**src/rtl/ps2_key_sequencer.sv**
```systemverilog
// rtl/ps2_key_sequencer.sv - PS/2 scan-code byte sequencer with held-key tracking
module ps2_key_sequencer #(
  parameter int TIMEOUT_CYCLES = 1_000_000
) (
  input  logic        clk,
  input  logic        rst_n,
  input  logic [7:0]  rx_data,
  input  logic        rx_valid,
  output logic [7:0]  key_code,
  output logic        verify,
  output logic [10:0] held_mask,
  output logic        make_pulse,
  output logic        break_pulse,
  output logic [7:0]  event_code,
  output logic        event_ext,
  output logic        err_pulse
);

  localparam int CW = (TIMEOUT_CYCLES > 2) ? $clog2(TIMEOUT_CYCLES) : 1;
  localparam logic [CW-1:0] CNT_MAX = CW'(TIMEOUT_CYCLES - 1);

  typedef enum logic [1:0] {
    S_IDLE    = 2'd0,
    S_EXT     = 2'd1,
    S_BRK     = 2'd2,
    S_EXT_BRK = 2'd3
  } state_t;

  // One-hot position of a tracked game key in held_mask, zero for untracked codes
  function automatic logic [10:0] track_bit(input logic [7:0] c);
    logic [10:0] b;
    b = '0;
    case (c)
      8'h44:   b[0]  = 1'b1;
      8'h4D:   b[1]  = 1'b1;
      8'h2C:   b[2]  = 1'b1;
      8'h34:   b[3]  = 1'b1;
      8'h25:   b[4]  = 1'b1;
      8'h2B:   b[5]  = 1'b1;
      8'h36:   b[6]  = 1'b1;
      8'h33:   b[7]  = 1'b1;
      8'h29:   b[8]  = 1'b1;
      8'h32:   b[9]  = 1'b1;
      8'h1C:   b[10] = 1'b1;
      default: b = '0;
    endcase
    return b;
  endfunction

  // Keyboard housekeeping bytes (ack, BAT result, echo, resend, errors) seen between keys
  function automatic logic is_filler(input logic [7:0] c);
    return (c == 8'h00) || (c == 8'hAA) || (c == 8'hEE) ||
           (c == 8'hFA) || (c == 8'hFE) || (c == 8'hFF);
  endfunction

  state_t        state_q, state_d;
  logic [CW-1:0] cnt_q, cnt_d;
  logic [7:0]    key_code_q, key_code_d;
  logic          verify_q, verify_d;
  logic [10:0]   held_mask_q, held_mask_d;
  logic          make_pulse_q, make_pulse_d;
  logic          break_pulse_q, break_pulse_d;
  logic [7:0]    event_code_q, event_code_d;
  logic          event_ext_q, event_ext_d;
  logic          err_pulse_q, err_pulse_d;

  logic          do_evt;
  logic          evt_brk;
  logic          evt_ext;
  logic [10:0]   tbit;

  // Next-state: prefix sequencing, timeout abort, and event side effects
  always_comb begin
    state_d       = state_q;
    cnt_d         = cnt_q;
    key_code_d    = key_code_q;
    verify_d      = verify_q;
    held_mask_d   = held_mask_q;
    event_code_d  = event_code_q;
    event_ext_d   = event_ext_q;
    make_pulse_d  = 1'b0;
    break_pulse_d = 1'b0;
    err_pulse_d   = 1'b0;
    do_evt        = 1'b0;
    evt_brk       = 1'b0;
    evt_ext       = 1'b0;
    tbit          = track_bit(rx_data);

    if (rx_valid) begin
      // A byte always wins over a coincident timeout
      cnt_d = '0;
      if (rx_data == 8'hE0) begin
        if (state_q != S_IDLE) err_pulse_d = 1'b1;
        state_d = S_EXT;
      end else if (rx_data == 8'hF0) begin
        case (state_q)
          S_IDLE:  state_d = S_BRK;
          S_EXT:   state_d = S_EXT_BRK;
          default: begin
            err_pulse_d = 1'b1;
            state_d     = S_BRK;
          end
        endcase
      end else if ((state_q == S_IDLE) && is_filler(rx_data)) begin
        state_d = S_IDLE;
      end else begin
        do_evt  = 1'b1;
        evt_brk = (state_q == S_BRK) || (state_q == S_EXT_BRK);
        evt_ext = (state_q == S_EXT) || (state_q == S_EXT_BRK);
        state_d = S_IDLE;
      end
    end else if (state_q == S_IDLE) begin
      cnt_d = '0;
    end else if (cnt_q == CNT_MAX) begin
      // Stalled prefix: drop it without producing an event
      state_d     = S_IDLE;
      err_pulse_d = 1'b1;
      cnt_d       = '0;
    end else begin
      cnt_d = cnt_q + CW'(1);
    end

    if (do_evt) begin
      event_code_d  = rx_data;
      event_ext_d   = evt_ext;
      make_pulse_d  = !evt_brk;
      break_pulse_d = evt_brk;
      // Extended keys are reported but never enter the game-key tracking
      if (!evt_ext) begin
        if (!evt_brk) begin
          key_code_d  = rx_data;
          verify_d    = 1'b1;
          held_mask_d = held_mask_q | tbit;
        end else begin
          held_mask_d = held_mask_q & ~tbit;
          if (rx_data == key_code_q) verify_d = 1'b0;
        end
      end
    end
  end

  // State and registered outputs
  always_ff @(posedge clk or negedge rst_n) begin
    if (!rst_n) begin
      state_q       <= S_IDLE;
      cnt_q         <= '0;
      key_code_q    <= 8'h00;
      verify_q      <= 1'b0;
      held_mask_q   <= '0;
      make_pulse_q  <= 1'b0;
      break_pulse_q <= 1'b0;
      event_code_q  <= 8'h00;
      event_ext_q   <= 1'b0;
      err_pulse_q   <= 1'b0;
    end else begin
      state_q       <= state_d;
      cnt_q         <= cnt_d;
      key_code_q    <= key_code_d;
      verify_q      <= verify_d;
      held_mask_q   <= held_mask_d;
      make_pulse_q  <= make_pulse_d;
      break_pulse_q <= break_pulse_d;
      event_code_q  <= event_code_d;
      event_ext_q   <= event_ext_d;
      err_pulse_q   <= err_pulse_d;
    end
  end

  assign key_code    = key_code_q;
  assign verify      = verify_q;
  assign held_mask   = held_mask_q;
  assign make_pulse  = make_pulse_q;
  assign break_pulse = break_pulse_q;
  assign event_code  = event_code_q;
  assign event_ext   = event_ext_q;
  assign err_pulse   = err_pulse_q;

endmodule

```
**config.mk**
```make
export PLATFORM = sky130hd
export DESIGN_NAME = ps2_key_sequencer
export DESIGN_NICKNAME = d
export VERILOG_FILES = /design/src/rtl/ps2_key_sequencer.sv
export SDC_FILE = /design/constraint.sdc
export NUM_CORES = 1
export LEC_CHECK = 0
export ABC_AREA = 1
export BUFFER_PORTS_ARGS = -buffer_cell sky130_fd_sc_hd__buf_2
export CAP_MARGIN = 20
export CORE_UTILIZATION = 40
export CTS_CLUSTER_SIZE = 14
export DETAILED_ROUTE_END_ITERATION = 8
export SLEW_MARGIN = 5
export SYNTH_ARGS = -nofsm -noshare
export SYNTH_HDL_FRONTEND = slang
export SYNTH_SLANG_ARGS = --single-unit
```
**constraint.sdc**
```tcl
create_clock -name clk -period 1.8 [get_ports clk]
set_clock_uncertainty 0.1 [all_clocks]
set_input_delay 0.09 -clock clk [delete_from_list [all_inputs] [get_ports clk]]
set_output_delay 0.09 -clock clk [all_outputs]
set_load 0.1 [all_outputs]
```
==> results of run 1 <==
[what timing repair did]
| action | CTS | global route |
|---|---|---|
| gates resized for setup | 0 | 25 |
| hold endpoints to repair | 62 | 0 |
| hold buffers | 9 | 0 |
| setup endpoints to repair | 0 | 34 |
| buffers inserted | 0 | 1 |
[worst max-delay path: stages]
cell	delay, ns
dlygate4sd3_1	0.55
buf_6	0.15
nand2_1	0.05
inv_1	0.07
nand2_1	0.06
nor2_1	0.04
nor2_1	0.13
nand2_2	0.10
a21oi_4	0.18
buf_12	0.15
clkbuf_16	0.14
nand4_1	0.08
nand2_1	0.08
[cell families (layout without fill, tap and decap cells)]
family / after synthesis / in the layout / share of synthesized area [%]
simple gates: 226 / 226 / 34.6
flops: 54 / 54 / 46.7
buf+inv: 54 / 112 / 8.26
compound gates: 20 / 20 / 5.10
xor+xnor: 16 / 16 / 4.84
fa+ha+maj: 1 / 1 / 0.432
[cell usage after synthesis, types with 3 or more instances]
cell	instances
nor2_2	4
nand4_1	25
xor2_1	14
buf_6	3
o21ai_2	7
nand2_1	101
buf_2	6
o21ai_0	5
a21oi_1	6
nor2_1	43
nand3_1	23
dfrtp_1	54
nor3_1	23
inv_1	40
[metrics by stage]
step,setup slack [ns],instance area (µm²),cells,hold WS (ns)
CTS,0.0162,3440,526,0.0101
global route,-0.0103,3560,525,0.0303
floorplan,0.0522,2890,371,-0.306
global placement,0.140,3250,509,0.0146
detailed placement,0.0909,3250,509,0.00573
finish,0.0759,3560,525,0.0222
[power by group through the flow]
stage,logic [mW],clock network [mW],registers (mW)
finish,0.782,0.805,1.31
global route,0.827,0.886,1.32
CTS,0.764,0.838,1.31
detailed placement,0.746,0,1.34
global placement,0.744,0,1.34
floorplan,0.156,0,1.78
[metal layers]
layer	vias to the layer above	GRT usage [%]	share of wire, %
li1	1313	-	-
met1	1213	25.9	48
met2	55	30.6	47
met3	13	3.51	3.3
met4	0	6.21	1.8
met5	-	0	0
[area by class of cell]
class / instances / area [µm²]
Timing Repair Buffer: 62 / 454
Inverter: 42 / 163
Sequential cell: 54 / 1350
Fill cell: 705 / 3350
Clock inverter: 1 / 30.0
Clock buffer: 7 / 76.3
Multi-Input combinational cell: 263 / 1370
Tap cell: 96 / 120
[how the worst max path moves through the flow]
stage / from / end / cells after the start
finish: rx_data[4] / register / 13
global placement: cnt_q[0]$_DFF_PN0_ / cnt_q[10]$_DFF_PN0_ / 9
global route: rx_data[4] / register / 13
CTS: rx_data[7] / register / 11
floorplan: key_code[2]$_DFFE_PN0P_ / verify$_DFFE_PN0P_ / 7
detailed placement: cnt_q[0]$_DFF_PN0_ / cnt_q[10]$_DFF_PN0_ / 9
==> flow_metrics.py, run 1 <==
metrics = {
    "floorplanning": {
        "ioPinCount": 43,
        "std_cell_rows": 30,
        "coreArea_um2": 6910,
        "die_width_um": 87.0,
        "die_y_um": 87.0,
        "die-area_um2": 7580,
        "start_util_pct": 41.9,
    },
    "route": {
        "dr.pass1.iters": 4,
        "drc": 0,
        "num_vias": 2594,
        "viasPerCell": 4.94,
        "post_drt_wl_per_cell_um": 12.6,
        "postRouteAntennaNets": 0,
        "drt_iter0_drc": 99,
        "wirelength_mm": 6.61,
    },
    "min_path": {
        "min_from": "rx_data[6]",
        "holdPathStages": 3,
        "hold_end": "event_code[6]$_DFFE_PN0P_",
        "hp-class": "in2reg",
    },
    "cells_and_area": {
        "drive_gt1_share_pct": 21.0,
        "final_util_pct": 51.6,
        "fin_nets": 440,
        "syn_to_final_growth_pct": 23.1,
        "antenna_cells": 0,
        "mostFrequentLayoutCells": "nand2_1 (98), dfrtp_1 (54), nor2_1 (41), inv_1 (38), buf_2 (38)",
        "layout_commonest_cell": "nand2_1",
    },
    "yosys": {
        "syn-num-nets": 383,
        "async_reset_ff_share_pct": 100,
        "ys_types": 26,
        "syn_area_um2": 2890,
        "synth_top_area_share_pct": 46.7,
        "ys_ff_latch": 54,
        "yosysSeqAreaShare_pct": 46.7,
        "yosysTopAreaCell": "dfrtp_1",
        "synth_edf_count": 0,
        "postSynthAreaPerCell_um2": 7.80,
        "synthFlopType": "dfrtp_1",
        "synthCells": 371,
        "yosysWarnings": 0,
        "synth_area_leaders": "dfrtp_1 (47%), nand2_1 (13%), nor2_1 (5.6%)",
    },
    "sta": {
        "fmax_ghz": 0.580,
        "rsz0062_at_grt": "yes",
        "setup_viol": 0,
        "tns_ns": 0,
        "fin_crit_ns": 1.72,
        "finalCritPeriodShare_pct": 95.8,
        "drv_slew": 0,
        "final_hold_viol_count": 0,
        "worst_slew_pin_slew_ns": 0.492,
        "relSlewSlack_pct": 67.5,
    },
    "setup_path": {
        "r2r_start": "cnt_q[0]$_DFF_PN0_",
        "cp.arrival_ns": 1.88,
        "timing.rr.end": "cnt_q[18]$_DFF_PN0_",
        "criticalPathCategory": "in2reg",
        "ff2ff_setup_slack_ns": 0.16,
        "start_kind": "input port",
        "worst-path-max-fanout": 8,
        "r2r_cells": 8,
        "cp-end-kind": "register",
        "cp_data_required_time_ns": 1.95,
    },
    "power": {
        "seqPwrFrac_pct": 45.3,
        "p_comb_share_pct": 27.0,
        "pwr-share-clk_pct": 27.8,
        "p_total_mw": 2.90,
        "p_sw_share_pct": 36.7,
        "p_sw_mw": 1.06,
        "power.internal_mw": 1.84,
        "leakagePower_nw": 1.71,
        "p_per_area_nw_per_um2": 814,
        "peakVddDrop_v": 0.000494,
    },
    "global_routing": {
        "grt_max_degree": 55,
        "gr-total-overflow": 0,
        "grt_use_total_pct": 19.0,
        "grt_pass1_vias": 2438,
        "grt_pass1_wl_mm": 11.3,
        "grt_antenna_before_repair": 0,
    },
    "run_status": {
        "status": "complete, no violations",
    },
    "cts": {
        "clkTransAtPathRegs_ns": 0.10,
        "clkLatencyLatePin_ns": 0.30,
        "cts_buffers": 5,
        "cts_tree": "done",
        "cts_sinks": 54,
        "cts-root-buf": "clkbuf_8",
        "clk_path_buf_depth": 2,
        "cts-htree-levels": 2,
    },
    "place": {
        "place.gp.congestion": 0.950,
        "hpwl_mm": 4.65,
        "portBuffers": 42,
    },
    "job": {
        "drv_cap": 0,
    },
}
Power figures use the tool's default switching activity.
==> inputs of run 2 (changes only) <==
Settings changed: CORE_ASPECT_RATIO set to 1.2.
==> flow_metrics.py, run 2 (synthesis gave the netlist of run 1 again) <==
metrics = {
    "run_status": {
        "status": "complete, no violations",
    },
    "global_routing": {
        "busiest_layer": "met2",
        "use_met2_pct": 34.2,
        "grt_pass1_vias": 2591,
        "gr-total-overflow": 0,
        "grt_antenna_before_repair": 0,
        "grt_use_total_pct": 19.4,
        "gr-usage-met3_pct": 2.78,
        "grt_pass1_wl_mm": 11.5,
        "grt_max_degree": 24,
        "use_met1_pct": 23.6,
    },
    "setup_path": {
        "start_kind": "input port",
        "cp-end-kind": "register",
        "cp.arrival_ns": 1.81,
        "r2r_cells": 7,
        "worst-path-max-fanout": 9,
        "cp_data_required_time_ns": 1.90,
        "criticalPathCategory": "in2reg",
    },
    "power": {
        "p_per_area_nw_per_um2": 827,
        "leakagePower_nw": 1.71,
        "peakVddDrop_v": 0.000420,
    },
    "cells_and_area": {
        "layout_commonest_cell": "nand2_1",
        "syn_to_final_growth_pct": 22.6,
        "mostFrequentLayoutCells": "nand2_1 (93), dfrtp_1 (54), nor2_1 (42), buf_2 (39), inv_1 (38)",
        "fin_nets": 444,
        "drive_gt1_share_pct": 21.8,
        "antenna_cells": 0,
    },
    "sta": {
        "finalCritPeriodShare_pct": 94.9,
        "setup_viol": 0,
        "drv_slew": 0,
        "relSlewSlack_pct": 60.1,
        "hold_slack_ns": 0.0236,
        "tns_ns": 0,
        "final_hold_viol_count": 0,
        "worst_slew_pin_slew_ns": 0.593,
        "fmax_ghz": 0.585,
        "fin_crit_ns": 1.71,
    },
    "floorplanning": {
        "coreArea_um2": 6900,
        "start_util_pct": 42.0,
        "ioPinCount": 43,
        "die-area_um2": 7580,
        "die_y_um": 95.2,
        "std_cell_rows": 33,
        "die_width_um": 79.6,
    },
    "route": {
        "viasPerCell": 4.96,
        "post_drt_wl_per_cell_um": 12.8,
        "drc": 0,
        "dr.pass1.iters": 4,
        "drt_iter0_drc": 81,
        "wirelength_mm": 6.66,
        "postRouteAntennaNets": 0,
        "num_vias": 2575,
    },
    "job": {
        "drv_cap": 0,
    },
    "place": {
        "hpwl_mm": 4.83,
        "place.gp.congestion": 0.852,
        "portBuffers": 42,
    },
    "cts": {
        "cts-root-buf": "clkbuf_8",
        "cts_sinks": 54,
        "cts-htree-levels": 2,
        "clkTransAtPathRegs_ns": 0.10,
        "clk_path_buf_depth": 2,
        "clkLatencyLatePin_ns": 0.30,
        "cts_tree": "done",
        "cts_buffers": 5,
    },
    "min_path": {
        "hp-class": "in2reg",
        "holdPathStages": 3,
    },
}
==> run 2: cell count changes in the layout (fill, tap and decap cells not counted), moves of 2 or more <==
cell / delta
nand2_2: +5
clkbuf_1: -2
nor3_1: +3
nand2_1: -5
nor3_2: -3
buf_4: +2
dlygate4sd3_1: +3
==> run 2: path summary, 6_finish.rpt <==
check / slack [ns] / start / end
worst max-delay path: 0.09 / rx_data[4] / key_code[7]$_DFFE_PN0P_
worst min-delay path: 0.02 / rx_data[2] / event_code[2]$_DFFE_PN0P_
worst max register to register: 0.11 / cnt_q[0]$_DFF_PN0_ / cnt_q[6]$_DFF_PN0_
worst min register to register: 0.37 / cnt_q[0]$_DFF_PN0_ / cnt_q[0]$_DFF_PN0_
max in group asynchronous: 0.85 / rst_n / break_pulse$_DFF_PN0_
min in group asynchronous: 0.15 / rst_n / event_code[0]$_DFFE_PN0P_
==> run 2: critical path: stages <==
cell and delay [ns]:
dlygate4sd3_1 0.56, buf_6 0.14, nand2_2 0.05, inv_2 0.05
nand2_1 0.05, nor2_1 0.04, nor2_1 0.12, nand2_2 0.10
a21oi_4 0.21, buf_12 0.16, nand2_4 0.10, nand2_1 0.09
nand2_1 0.05
==> run 2: routing by layer <==
| layer | vias up | wire [µm] |
|---|---|---|
| met2 | 62 | 3320 |
| met4 | 0 | 125 |
| li1 | 1318 | - |
| met3 | 10 | 237 |
| met1 | 1185 | 2970 |
| met5 | - | 0 |
==> run 2: layout make-up <==
class | count | area (µm²)
Fill cell | 654 | 3350
Sequential cell | 54 | 1350
Multi-Input combinational cell | 263 | 1350
Timing Repair Buffer | 66 | 462
Inverter | 42 | 163
Tap cell | 87 | 109
Clock buffer | 6 | 82.6
Clock inverter | 1 | 30.0
==> run 2: stage by stage <==
step | total power, mW | utilization (%) | setup slack (ns) | instances | area [µm²]
floorplan | 1.93 | - | 0.0522 | 371 | 2890
global placement | 2.07 | 46.6 | 0.180 | 499 | 3220
detailed placement | 2.08 | 46.6 | 0.130 | 499 | 3220
CTS | 2.95 | 49.9 | 0.0118 | 517 | 3440
global route | 3.07 | 51.4 | -0.0191 | 519 | 3550
finish | 2.93 | 51.4 | 0.0919 | 519 | 3550
==> run 2: report_power, final <==
group | internal, mW | switching [mW]
sequential | 1.27 | 0.0428
combinational | 0.148 | 0.633
clock | 0.446 | 0.391
==> run 2: repair_timing <==
| item | CTS | global route |
|---|---|---|
| endpoints found under the hold margin | 26 | 0 |
| hold buffers | 11 | 0 |
| buffers inserted | 0 | 4 |
| setup endpoints to repair | 0 | 35 |
| resized for setup | 0 | 26 |
